===== src/rtl/fp96_mul_sched_pkg.sv =====
// Shared types for the FP96 multiplier scheduler: operand type, tag-pipe entry and flag bit positions.
package fp96_mul_sched_pkg;

    localparam int FP96_W   = 96;
    localparam int FLAGS_W  = 4;
    localparam int TAG_ID_W = 3;

    localparam int FLAG_UNDERFLOW = 0;
    localparam int FLAG_OVERFLOW  = 1;
    localparam int FLAG_INF       = 2;
    localparam int FLAG_SIGN_EXE  = 3;

    typedef logic [FP96_W-1:0] fp96_t;

    // The id field is sized for the largest supported requester count (8).
    typedef struct packed {
        logic                v;
        logic [TAG_ID_W-1:0] id;
        logic [2:0]          rm;
    } fp96_mul_tag_t;

    function automatic fp96_mul_tag_t make_tag(input logic v, input logic [TAG_ID_W-1:0] id,
                                               input logic [2:0] rm);
        fp96_mul_tag_t t;
        t.v  = v;
        t.id = id;
        t.rm = rm;
        return t;
    endfunction

endpackage


===== src/rtl/fp96_mul_sched_rr_arbiter.sv =====
// Round-robin arbiter: grants the first requester at or after the pointer, wrapping; pointer moves past each grant.
module rr_arbiter #(
    parameter int N = 4
) (
    input  logic                 clk,
    input  logic                 rst_n,
    input  logic                 en,
    input  logic [N-1:0]         req,
    output logic [N-1:0]         grant,
    output logic                 grant_any,
    output logic [$clog2(N)-1:0] grant_id
);

    localparam int IW = $clog2(N);

    logic [IW-1:0] ptr_reg;
    logic [IW-1:0] ptr_next;
    logic [N-1:0]  upper_mask;
    logic [N-1:0]  upper_req;
    logic [N-1:0]  pick_src;

    genvar gi;
    generate
        for (gi = 0; gi < N; gi++) begin : g_slot
            assign upper_mask[gi] = (IW'(gi) >= ptr_reg);
            assign grant[gi]      = grant_any && (grant_id == IW'(gi));
        end
    endgenerate

    // Requests at or above the pointer win; otherwise wrap to the lowest request.
    assign upper_req = req & upper_mask;
    assign pick_src  = (|upper_req) ? upper_req : req;

    always_comb begin
        grant_id = '0;
        for (int i = N - 1; i >= 0; i--) begin
            if (pick_src[i]) grant_id = IW'(i);
        end
    end

    assign grant_any = en && (|req);
    assign ptr_next  = (grant_id == IW'(N - 1)) ? '0 : grant_id + IW'(1);

    always_ff @(posedge clk) begin
        if (!rst_n) begin
            ptr_reg <= '0;
        end else if (grant_any) begin
            ptr_reg <= ptr_next;
        end
    end

endmodule


===== src/rtl/fp96_mul_sched.sv =====
// Shares one pipelined FP96 multiplier among NREQ requesters, tagging each op and steering results back in order.
module fp96_mul_sched
    import fp96_mul_sched_pkg::*;
#(
    parameter int NREQ     = 4,
    parameter int LAT      = 12,
    parameter int RM_STAGE = LAT - 2
) (
    input  logic                       clk,
    input  logic                       rst_n,
    input  logic [NREQ-1:0]            req_valid,
    output logic [NREQ-1:0]            req_ready,
    input  logic [NREQ*FP96_W-1:0]     req_a,
    input  logic [NREQ*FP96_W-1:0]     req_b,
    input  logic [NREQ*3-1:0]          req_rm,
    output logic [NREQ-1:0]            res_valid,
    input  logic [NREQ-1:0]            res_ready,
    output logic [FP96_W-1:0]          res_o,
    output logic [FLAGS_W-1:0]         res_flags,
    output logic                       mul_ce,
    output logic [FP96_W-1:0]          mul_a,
    output logic [FP96_W-1:0]          mul_b,
    output logic [2:0]                 mul_rm,
    input  logic [FP96_W-1:0]          mul_o,
    input  logic [FLAGS_W-1:0]         mul_flags,
    output logic [$clog2(LAT+1)-1:0]   inflight
);

    localparam int ID_W  = $clog2(NREQ);
    localparam int CNT_W = $clog2(LAT + 1);

    fp96_mul_tag_t    s_reg [LAT];
    logic [CNT_W-1:0] inflight_reg;

    logic             head_v;
    logic [ID_W-1:0]  head_id;
    logic             consume;
    logic [NREQ-1:0]  grant;
    logic             grant_any;
    logic [ID_W-1:0]  grant_id;
    logic [2:0]       issue_rm;

    assign head_v  = s_reg[LAT-1].v;
    assign head_id = s_reg[LAT-1].id[ID_W-1:0];

    // A valid head whose owner is not ready freezes the multiplier and the tag pipe together.
    assign mul_ce  = !(head_v && !res_ready[head_id]);
    assign consume = head_v && res_ready[head_id];

    rr_arbiter #(
        .N(NREQ)
    ) u_arb (
        .clk       (clk),
        .rst_n     (rst_n),
        .en        (mul_ce && rst_n),
        .req       (req_valid),
        .grant     (grant),
        .grant_any (grant_any),
        .grant_id  (grant_id)
    );

    assign req_ready = grant;

    genvar gi;
    generate
        for (gi = 0; gi < NREQ; gi++) begin : g_res
            assign res_valid[gi] = rst_n && head_v && (head_id == ID_W'(gi));
        end
    endgenerate

    assign res_o     = mul_o;
    assign res_flags = mul_flags;

    assign mul_a    = grant_any ? req_a[int'(grant_id)*FP96_W +: FP96_W] : '0;
    assign mul_b    = grant_any ? req_b[int'(grant_id)*FP96_W +: FP96_W] : '0;
    assign issue_rm = grant_any ? req_rm[int'(grant_id)*3 +: 3] : 3'b000;

    // The rounding register inside the multiplier samples the op sitting at RM_STAGE.
    assign mul_rm = s_reg[RM_STAGE].v ? s_reg[RM_STAGE].rm : 3'b000;

    always_ff @(posedge clk) begin
        if (!rst_n) begin
            for (int k = 0; k < LAT; k++) begin
                s_reg[k] <= '0;
            end
        end else if (mul_ce) begin
            s_reg[0] <= make_tag(grant_any, TAG_ID_W'(grant_id), issue_rm);
            for (int k = 1; k < LAT; k++) begin
                s_reg[k] <= s_reg[k-1];
            end
        end
    end

    // Issue only happens with mul_ce high and consume implies mul_ce, so no extra qualification is needed.
    always_ff @(posedge clk) begin
        if (!rst_n) begin
            inflight_reg <= '0;
        end else begin
            case ({grant_any, consume})
                2'b10:   inflight_reg <= inflight_reg + CNT_W'(1);
                2'b01:   inflight_reg <= inflight_reg - CNT_W'(1);
                default: inflight_reg <= inflight_reg;
            endcase
        end
    end

    assign inflight = inflight_reg;

endmodule

===== config.mk =====
export PLATFORM = sky130hd
export DESIGN_NAME = fp96_mul_sched
export DESIGN_NICKNAME = d
export VERILOG_FILES = /design/src/rtl/fp96_mul_sched_pkg.sv /design/src/rtl/fp96_mul_sched_rr_arbiter.sv /design/src/rtl/fp96_mul_sched.sv
export SDC_FILE = /design/constraint.sdc
export NUM_CORES = 1
export LEC_CHECK = 0
export CORE_AREA = 10 10 453 455
export CTS_CLUSTER_SIZE = 25
export DETAILED_ROUTE_END_ITERATION = 12
export DIE_AREA = 0 0 463 465
export HOLD_SLACK_MARGIN = 0.02
export SLEW_MARGIN = 25
export SYNTH_ARGS = -nofsm -noshare
export SYNTH_HDL_FRONTEND = slang
export SYNTH_HIERARCHICAL = 1
export SYNTH_SLANG_ARGS = --single-unit

===== constraint.sdc =====
create_clock -name clk -period 7.39 [get_ports clk]
set_clock_uncertainty 0.15 [all_clocks]
set_input_delay 0.739 -clock clk [delete_from_list [all_inputs] [get_ports clk]]
set_output_delay 0.739 -clock clk [all_outputs]
set_load 0.05 [all_outputs]

# ---- Yosys cells after proc, flatten, opt, wreduce, memory -nomap -nowiden
# Memories as Yosys holds them, arrays and structs flattened.
# Index checks and enable logic that the tools add are counted.
dict set report totals {
  reg_bits 6
  latchBits 0
  ramBits 84
  romBits 0
  in_bits 890
  word_cells 86
  memories 1
}
# name words width read_ports rd_ports_with_merged_regs write_ports line_no
set memory_table {}
lappend memory_table {s_reg 12 7 12 0 12 fp96_mul_sched.sv:32} ;# fp96_mul_tag_t s_reg [LAT];
dict set report classes {
  add_sub_neg 3
  n_mul 2
  div 0
  magnitude_cmp 5
  n_eq_ne 8
  shifts 3
  muxes 29
  bitwise_logic 13
  n_reduce_logical 20
}
# op n
set ops {}
lappend ops {{384-bit by 10-bit indexed part select with 96-bit output} 1}
lappend ops {{384-bit by 32-bit indexed part select with 96-bit output} 1}
lappend ops {{96-bit 2-to-1 mux} 2}
lappend ops {{7-bit 2-to-1 mux} 12}
lappend ops {{1-bit logical AND} 13}
lappend ops {{1-bit bitwise OR} 12}
lappend ops {{12-bit by 5-bit indexed part select with 3-bit output} 1}
lappend ops {{2-bit equality test, second input constant} 5}
lappend ops {{2-bit 2-to-1 mux} 5}
lappend ops {{2-bit by 2-bit multiplier with 4-bit output, second input constant} 2}
lappend ops {{4-bit one-hot mux with 2 select lines} 1}
lappend ops {{4-bit OR reduction} 2}
lappend ops {{2-bit by 1-bit equality test with 1-bit output, second input constant} 3}
lappend ops {{3-bit 2-to-1 mux} 2}
lappend ops {{1-bit 2-to-1 mux} 5}
lappend ops {{4-bit by 1-bit adder with 4-bit output, second input constant} 1}
lappend ops {{4-bit AND} 1}
lappend ops {{1-bit by 2-bit greater-or-equal comparator with 1-bit output, first input constant} 2}
lappend ops {{2-bit greater-or-equal comparator, first input constant} 2}
lappend ops {{2-bit logical NOT} 2}
lappend ops {{4-bit 2-to-1 mux} 1}
lappend ops {{4-bit by 1-bit subtractor with 4-bit output, second input constant} 1}
lappend ops {{2-bit by 3-bit less-than comparator with 1-bit output, second input constant} 1}
lappend ops {{2-bit by 1-bit adder with 2-bit output, second input constant} 1}
lappend ops {{3 further kinds} 4}

# ---- Depth between registers and ports, before layout
dict set report depth {
  depth_word 12
  ltp_mapped 15
  mapped_depth_nobuf 13
}

# ---- Hierarchy
# Netlist, hierarchy kept.
# module n_inst cells_each area_per_inst_um2 seq_area_each_um2
set modules_own_cells {}
lappend modules_own_cells {fp96_mul_sched 1 749 9676.8 2152.1}
lappend modules_own_cells {rr_arbiter 1 32 260.2 40.0}

# ---- Least setup slack after synthesis
# No wires, ideal clock.
dict set report synth_path {
  path_type {input to output}
  from {input res_ready[1]}
  to {output mul_a[21]}
  arrival_ps 2876
  required_time_ps 6501
  slack_ps 3625
  cell_stages 9
  path_buffers 3
  path_cell_list {mux4_2 > nand2b_4 > buf_2 > and2_1 > inv_1 > a31oi_4 > clkbuf_1 > clkbuf_1 > and2_1}
}
dict set report synth_between {
  elab_chain_len 8
}
# item line_no
set synth_lines {}
lappend synth_lines {{from (decl)} fp96_mul_sched.sv:17} ;# input logic [NREQ-1:0] res_ready,
lappend synth_lines {{1-bit binary-select mux with 2-bit select} fp96_mul_sched.sv:47} ;# assign mul_ce = !(head_v && !res_ready[head_id]);
lappend synth_lines {{1-bit 2-to-1 mux (not written as such)} fp96_mul_sched.sv:47}
lappend synth_lines {{1-bit logical NOT} fp96_mul_sched.sv:47}
lappend synth_lines {{1-bit logical AND} fp96_mul_sched.sv:47}
lappend synth_lines {{1-bit logical NOT} fp96_mul_sched.sv:47}
lappend synth_lines {{named net mul_ce} fp96_mul_sched.sv:20} ;# output logic mul_ce,
lappend synth_lines {{1-bit logical AND} fp96_mul_sched.sv:55} ;# .en (mul_ce && rst_n),
lappend synth_lines {{1-bit logical AND} fp96_mul_sched_rr_arbiter.sv:41} ;# assign grant_any = en && (|req);
lappend synth_lines {{named net grant_any} fp96_mul_sched.sv:39} ;# logic grant_any;
lappend synth_lines {{96-bit 2-to-1 mux} fp96_mul_sched.sv:74} ;# assign mul_a = grant_any ? req_a[int'(grant_id)*FP96_W +: FP96_W] : '0;
lappend synth_lines {{to (decl)} fp96_mul_sched.sv:21} ;# output logic [FP96_W-1:0] mul_a,
# The timed path passes the listed nets, and every way through them passes these cells. The select of a mux whose other input is x is not followed.

# ---- Final worst setup path
dict set report layout_path {
  from {input res_ready[0]}
  to {output mul_b[1]}
}
dict set report layout_between {
  elab_chain_len 8
}
# item line_no
set layout_lines {}
lappend layout_lines {{1-bit binary-select mux with 2-bit select} fp96_mul_sched.sv:47}
lappend layout_lines {{1-bit 2-to-1 mux (not written as such)} fp96_mul_sched.sv:47}
lappend layout_lines {{1-bit logical NOT} fp96_mul_sched.sv:47}
lappend layout_lines {{1-bit logical AND} fp96_mul_sched.sv:47}
lappend layout_lines {{1-bit logical NOT} fp96_mul_sched.sv:47}
lappend layout_lines {{1-bit logical AND} fp96_mul_sched.sv:55}
lappend layout_lines {{1-bit logical AND} fp96_mul_sched_rr_arbiter.sv:41}
lappend layout_lines {{named net grant_any} fp96_mul_sched.sv:39}
lappend layout_lines {{96-bit 2-to-1 mux} fp96_mul_sched.sv:75} ;# assign mul_b = grant_any ? req_b[int'(grant_id)*FP96_W +: FP96_W] : '0;
lappend layout_lines {{to (decl)} fp96_mul_sched.sv:22} ;# output logic [FP96_W-1:0] mul_b,
# The timed path passes the listed nets, and every way through them passes these cells. The select of a mux whose other input is x is not followed.

==> impl_metrics.py <==
metrics = {
    "setup_path": {
        "critPathTopFamily": "buffers and inverters",
        "critPathSlowestCell": "sky130_fd_sc_hd__clkdlybuf4s50_1",
        "timing.reg2reg.setup_slack_ns": 2.80,
        "max_stage_delay_ns": 0.92,
        "worstSetupPathType": "in -> out",
        "critPathRequiredTime_ns": 6.50,
        "r2r.worst_path.cells": 14,
        "critical_path.reg2reg.startpoint": "s_reg[5][10]",
        "worst_setup_path_end_kind": "output pin",
        "crit_reg_reg_endpoint": "inflight[2]",
        "crit_path_cell_trace": "clkdlybuf4s50_1 > mux4_2 > nand2b_4 > and2_1 > inv_1 > a31oi_4 > buf_12 > and2_1 > clkdlybuf4s50_1",
        "worstPathMaxFanout": 115,
        "path_buf_inv": 4,
        "timing.critical_path.from_type": "input port",
        "arrival_ns": 4.65,
    },
    "detailed_routing": {
        "wl_per_cell_microns": 41.7,
        "wirelength_routed_mm": 182,
        "detailedRoute.firstIterationViolations": 882,
        "antenna_violating_nets_post_route": 0,
        "vias_per_cell": 2.88,
        "drt_first_pass_iters": 5,
        "drc_errors": 0,
        "route.vias.total": 12600,
    },
    "final_layout": {
        "fin_util_pct": 11.6,
        "drive_above_1_share_pct": 15.5,
        "largest_register_ffs": 69,
        "layout-area-overhead-vs-synth_pct": 130,
        "finalNetCount": 2535,
        "num-fill-cells": 22400,
        "design_area_sq_um": 22800,
    },
    "clocking": {
        "clock_tree.buffer_depth": 2,
        "number_of_buffers_inserted_for_hold_repair_after_clock_tree_synthesis": 0,
        "tritoncts": "yes",
        "clkSinkCount": 75,
        "post_cts.repair.setup_buffers": 0,
        "cts_inserted_buffers": 9,
        "level_count_of_the_clock_h_tree": 3,
        "cts-root-buf": "sky130_fd_sc_hd__clkbuf_16",
        "clkSlewWorstSetupHoldPaths_ns": 0.06,
        "post_cts_resize_count": 0,
        "worst_skew_pair.late_latency_ns": 0.33,
    },
    "placement": {
        "placedInstanceArea_sq_um": 22300,
        "finalWeightedCongestion": 0.886,
        "port_buffers": 997,
        "post-dp-hpwl_mm": 173,
    },
    "synthesis": {
        "ys_dominant_reg_cell": "sky130_fd_sc_hd__edfxtp_1",
        "top_cell_type_s_share_of_synthesized_area_pct": 44.4,
        "post_synth_main_area_contributors": "sky130_fd_sc_hd__mux4_2 (44%), sky130_fd_sc_hd__edfxtp_1 (21%), sky130_fd_sc_hd__and2_1 (13%), sky130_fd_sc_hd__buf_4 (7.6%), sky130_fd_sc_hd__and3_1 (3.5%)",
        "share_of_synthesized_cell_area_in_and_or_nand_and_nor_gates_pct": 18.3,
        "synth-edff-count": 69,
        "synth_fp_nets": 1678,
        "synth-compound-area-share_pct": 1.31,
        "synthesis.instances": 781,
        "synth.yosys.seq_area_share_pct": 22.1,
        "synthMostInstantiatedCell": "sky130_fd_sc_hd__and2_1",
        "ys_seq_elements": 75,
        "netlist-cell-type-count": 37,
        "cell_type_contributing_the_most_total_cell_area_after_synthesis": "sky130_fd_sc_hd__mux4_2",
        "synth_fa_ha_area_share_pct": 0.881,
        "syn_area_per_cell_sq_um": 12.7,
        "synthesis.area_sq_um": 9940,
        "synth_top_family_by_area": "multiplexers",
        "synth_cell_count_leaders": "sky130_fd_sc_hd__and2_1 (207), sky130_fd_sc_hd__mux4_2 (196), sky130_fd_sc_hd__buf_4 (100)",
        "synth_xor_area_share_pct": 0.264,
        "yosys_warnings": 6,
        "share_of_synthesized_area_spent_on_multiplexers_pct": 44.6,
        "synth-async-reset-ratio_pct": 0,
    },
    "timing": {
        "grt_setup_unrepaired": "false",
        "timing.slew.headroom_pct": 28.0,
        "final_period_minus_worst_setup_slack_ns": 5.54,
        "setup-violations-final": 0,
        "hold_viol_final": 0,
        "share_of_the_cycle_needed_by_the_critical_path_after_routing_pct": 74.9,
        "maxSlewViolCount": 0,
        "fin_worst_hold_slack_ns": 0.330,
        "max_slew.worst_pin.slew_ns": 1.08,
        "setup_tns_ns": 0,
        "max_freq_mhz": 181,
    },
    "floorplan": {
        "die_h_microns": 465,
        "placement_rows": 163,
        "core_sq_um": 196000,
        "floorplan.die_area_sq_um": 215000,
        "floorplan.io_pins": 1198,
        "starting_density_of_the_core_pct": 5.06,
        "die_w_microns": 463,
    },
    "pwr": {
        "power_leakage_nw": 7.31,
        "p_per_area_nw_per_um2": 138,
        "max-vdd-ir-drop_uv": 90.2,
    },
    "global_routing": {
        "global_route.overflow_total": 0,
        "maximum_number_of_pins_on_one_net_before_global_route_repair": 113,
        "number_of_antenna_violations_at_the_first_check_in_global_routing": 299,
        "grt_usage_pct": 16.1,
        "first_global_vias": 12700,
        "grt_pass1_wl_mm": 212,
    },
    "worst_hold_path": {
        "hold_depth": 2,
        "hold_path_end": "inflight[3]",
        "timing.hold.worst.start": "inflight[3]",
        "worstHoldPathType": "reg -> reg",
    },
    "job": {
        "max_cap_viol_count": 0,
    },
    "outcome": {
        "outcome": "complete, no violations",
    },
}
-- kinds of logic after synthesis --
group | Yosys count
adder cells (fa/ha/maj) | 7
AO/OA/AOI/OAI | 17
AND/OR/NAND/NOR | 292
buffers and inverters | 189
XOR/XNOR | 3
multiplexers | 198
flip-flops | 75
-- metal layers --
layer  GRT usage [%]  up-vias  part of all wire (%)
met5               0        -                  0.76
met4            2.60      214                   3.1
met3            12.6      598                    17
met2            29.0     1299                    49
met1            14.3     5725                    30
li1                -     4744                     -
-- report_power, final --
group	internal [mW]	switching [mW]
registers	0.467	0.00528
clock network	0.263	0.176
logic	1.02	1.21
-- per-stage QoR --
stage          power (mW)  worst slack [ns]  cells
2_1_floorplan        1.74              3.63    781
3_3_place_gp         2.77              1.82   4267
3_5_place_dp         2.77              1.82   4267
4_1_cts              3.23              1.80   4283
5_1_grt              3.28              1.69   4306
6_report             3.14              1.85   4361
-- worst reg2reg max path, stage by stage (launching register included) --
cell	delay (ns)
sky130_fd_sc_hd__edfxtp_1	0.46
sky130_fd_sc_hd__mux4_2	0.40
sky130_fd_sc_hd__nand2b_4	0.44
sky130_fd_sc_hd__and2_1	0.27
sky130_fd_sc_hd__inv_1	0.08
sky130_fd_sc_hd__a31oi_4	0.65
sky130_fd_sc_hd__buf_4	0.48
sky130_fd_sc_hd__inv_1	0.16
sky130_fd_sc_hd__ha_1	0.30
sky130_fd_sc_hd__xor2_1	0.18
sky130_fd_sc_hd__ha_1	0.20
sky130_fd_sc_hd__a21oi_1	0.17
sky130_fd_sc_hd__xor2_1	0.10
sky130_fd_sc_hd__or3_1	0.32
sky130_fd_sc_hd__a21boi_0	0.16
-- layout make-up --
cell class	instances	area [sq um]	share of cell area (%)
repair buffers	1026	10300	45.1
multi-input cells	517	6510	28.5
well taps	2640	3300	14.5
flip-flops and latches	75	2190	9.60
clock buffers	9	225	0.986
diodes	78	195	0.855
clock inverters	7	75.1	0.329
inverters	9	33.8	0.148
-- how the worst max path moves through the flow --
stage	startpoint	to	slack, ns	cells past startpoint
after CTS	req_valid[2]	mul_b[52]	1.80	8
after global routing	res_ready[1]	mul_a[24]	1.69	9
final	res_ready[0]	mul_b[1]	1.85	9
after detailed placement	req_valid[2]	mul_b[52]	1.82	8
after global placement	req_valid[2]	mul_b[52]	1.82	8
after floorplan	res_ready[1]	mul_a[21]	3.63	9
-- cells in the final DEF (no fill, tap or decap), types with 2 or more instances in the layout --
cell type,instances
sky130_fd_sc_hd__nand2_1,4
sky130_fd_sc_hd__clkdlybuf4s50_1,994
sky130_fd_sc_hd__and2_2,4
sky130_fd_sc_hd__diode_2,78
sky130_fd_sc_hd__buf_12,9
sky130_fd_sc_hd__inv_6,2
sky130_fd_sc_hd__xor2_1,2
sky130_fd_sc_hd__inv_1,9
sky130_fd_sc_hd__and3_1,56
sky130_fd_sc_hd__clkbuf_16,9
sky130_fd_sc_hd__nand3_1,3
sky130_fd_sc_hd__ha_1,7
sky130_fd_sc_hd__dfxtp_1,6
sky130_fd_sc_hd__buf_4,22
sky130_fd_sc_hd__mux4_2,196
sky130_fd_sc_hd__edfxtp_1,69
sky130_fd_sc_hd__nor3_1,2
sky130_fd_sc_hd__clkinvlp_4,2
sky130_fd_sc_hd__nor2_1,4
sky130_fd_sc_hd__o21ai_0,4
sky130_fd_sc_hd__mux2i_1,2
sky130_fd_sc_hd__and2_1,207
sky130_fd_sc_hd__o221ai_1,2
sky130_fd_sc_hd__nor2b_1,5
sky130_fd_sc_hd__a21oi_1,3
Note: power is estimated with default switching activity, not from simulation.
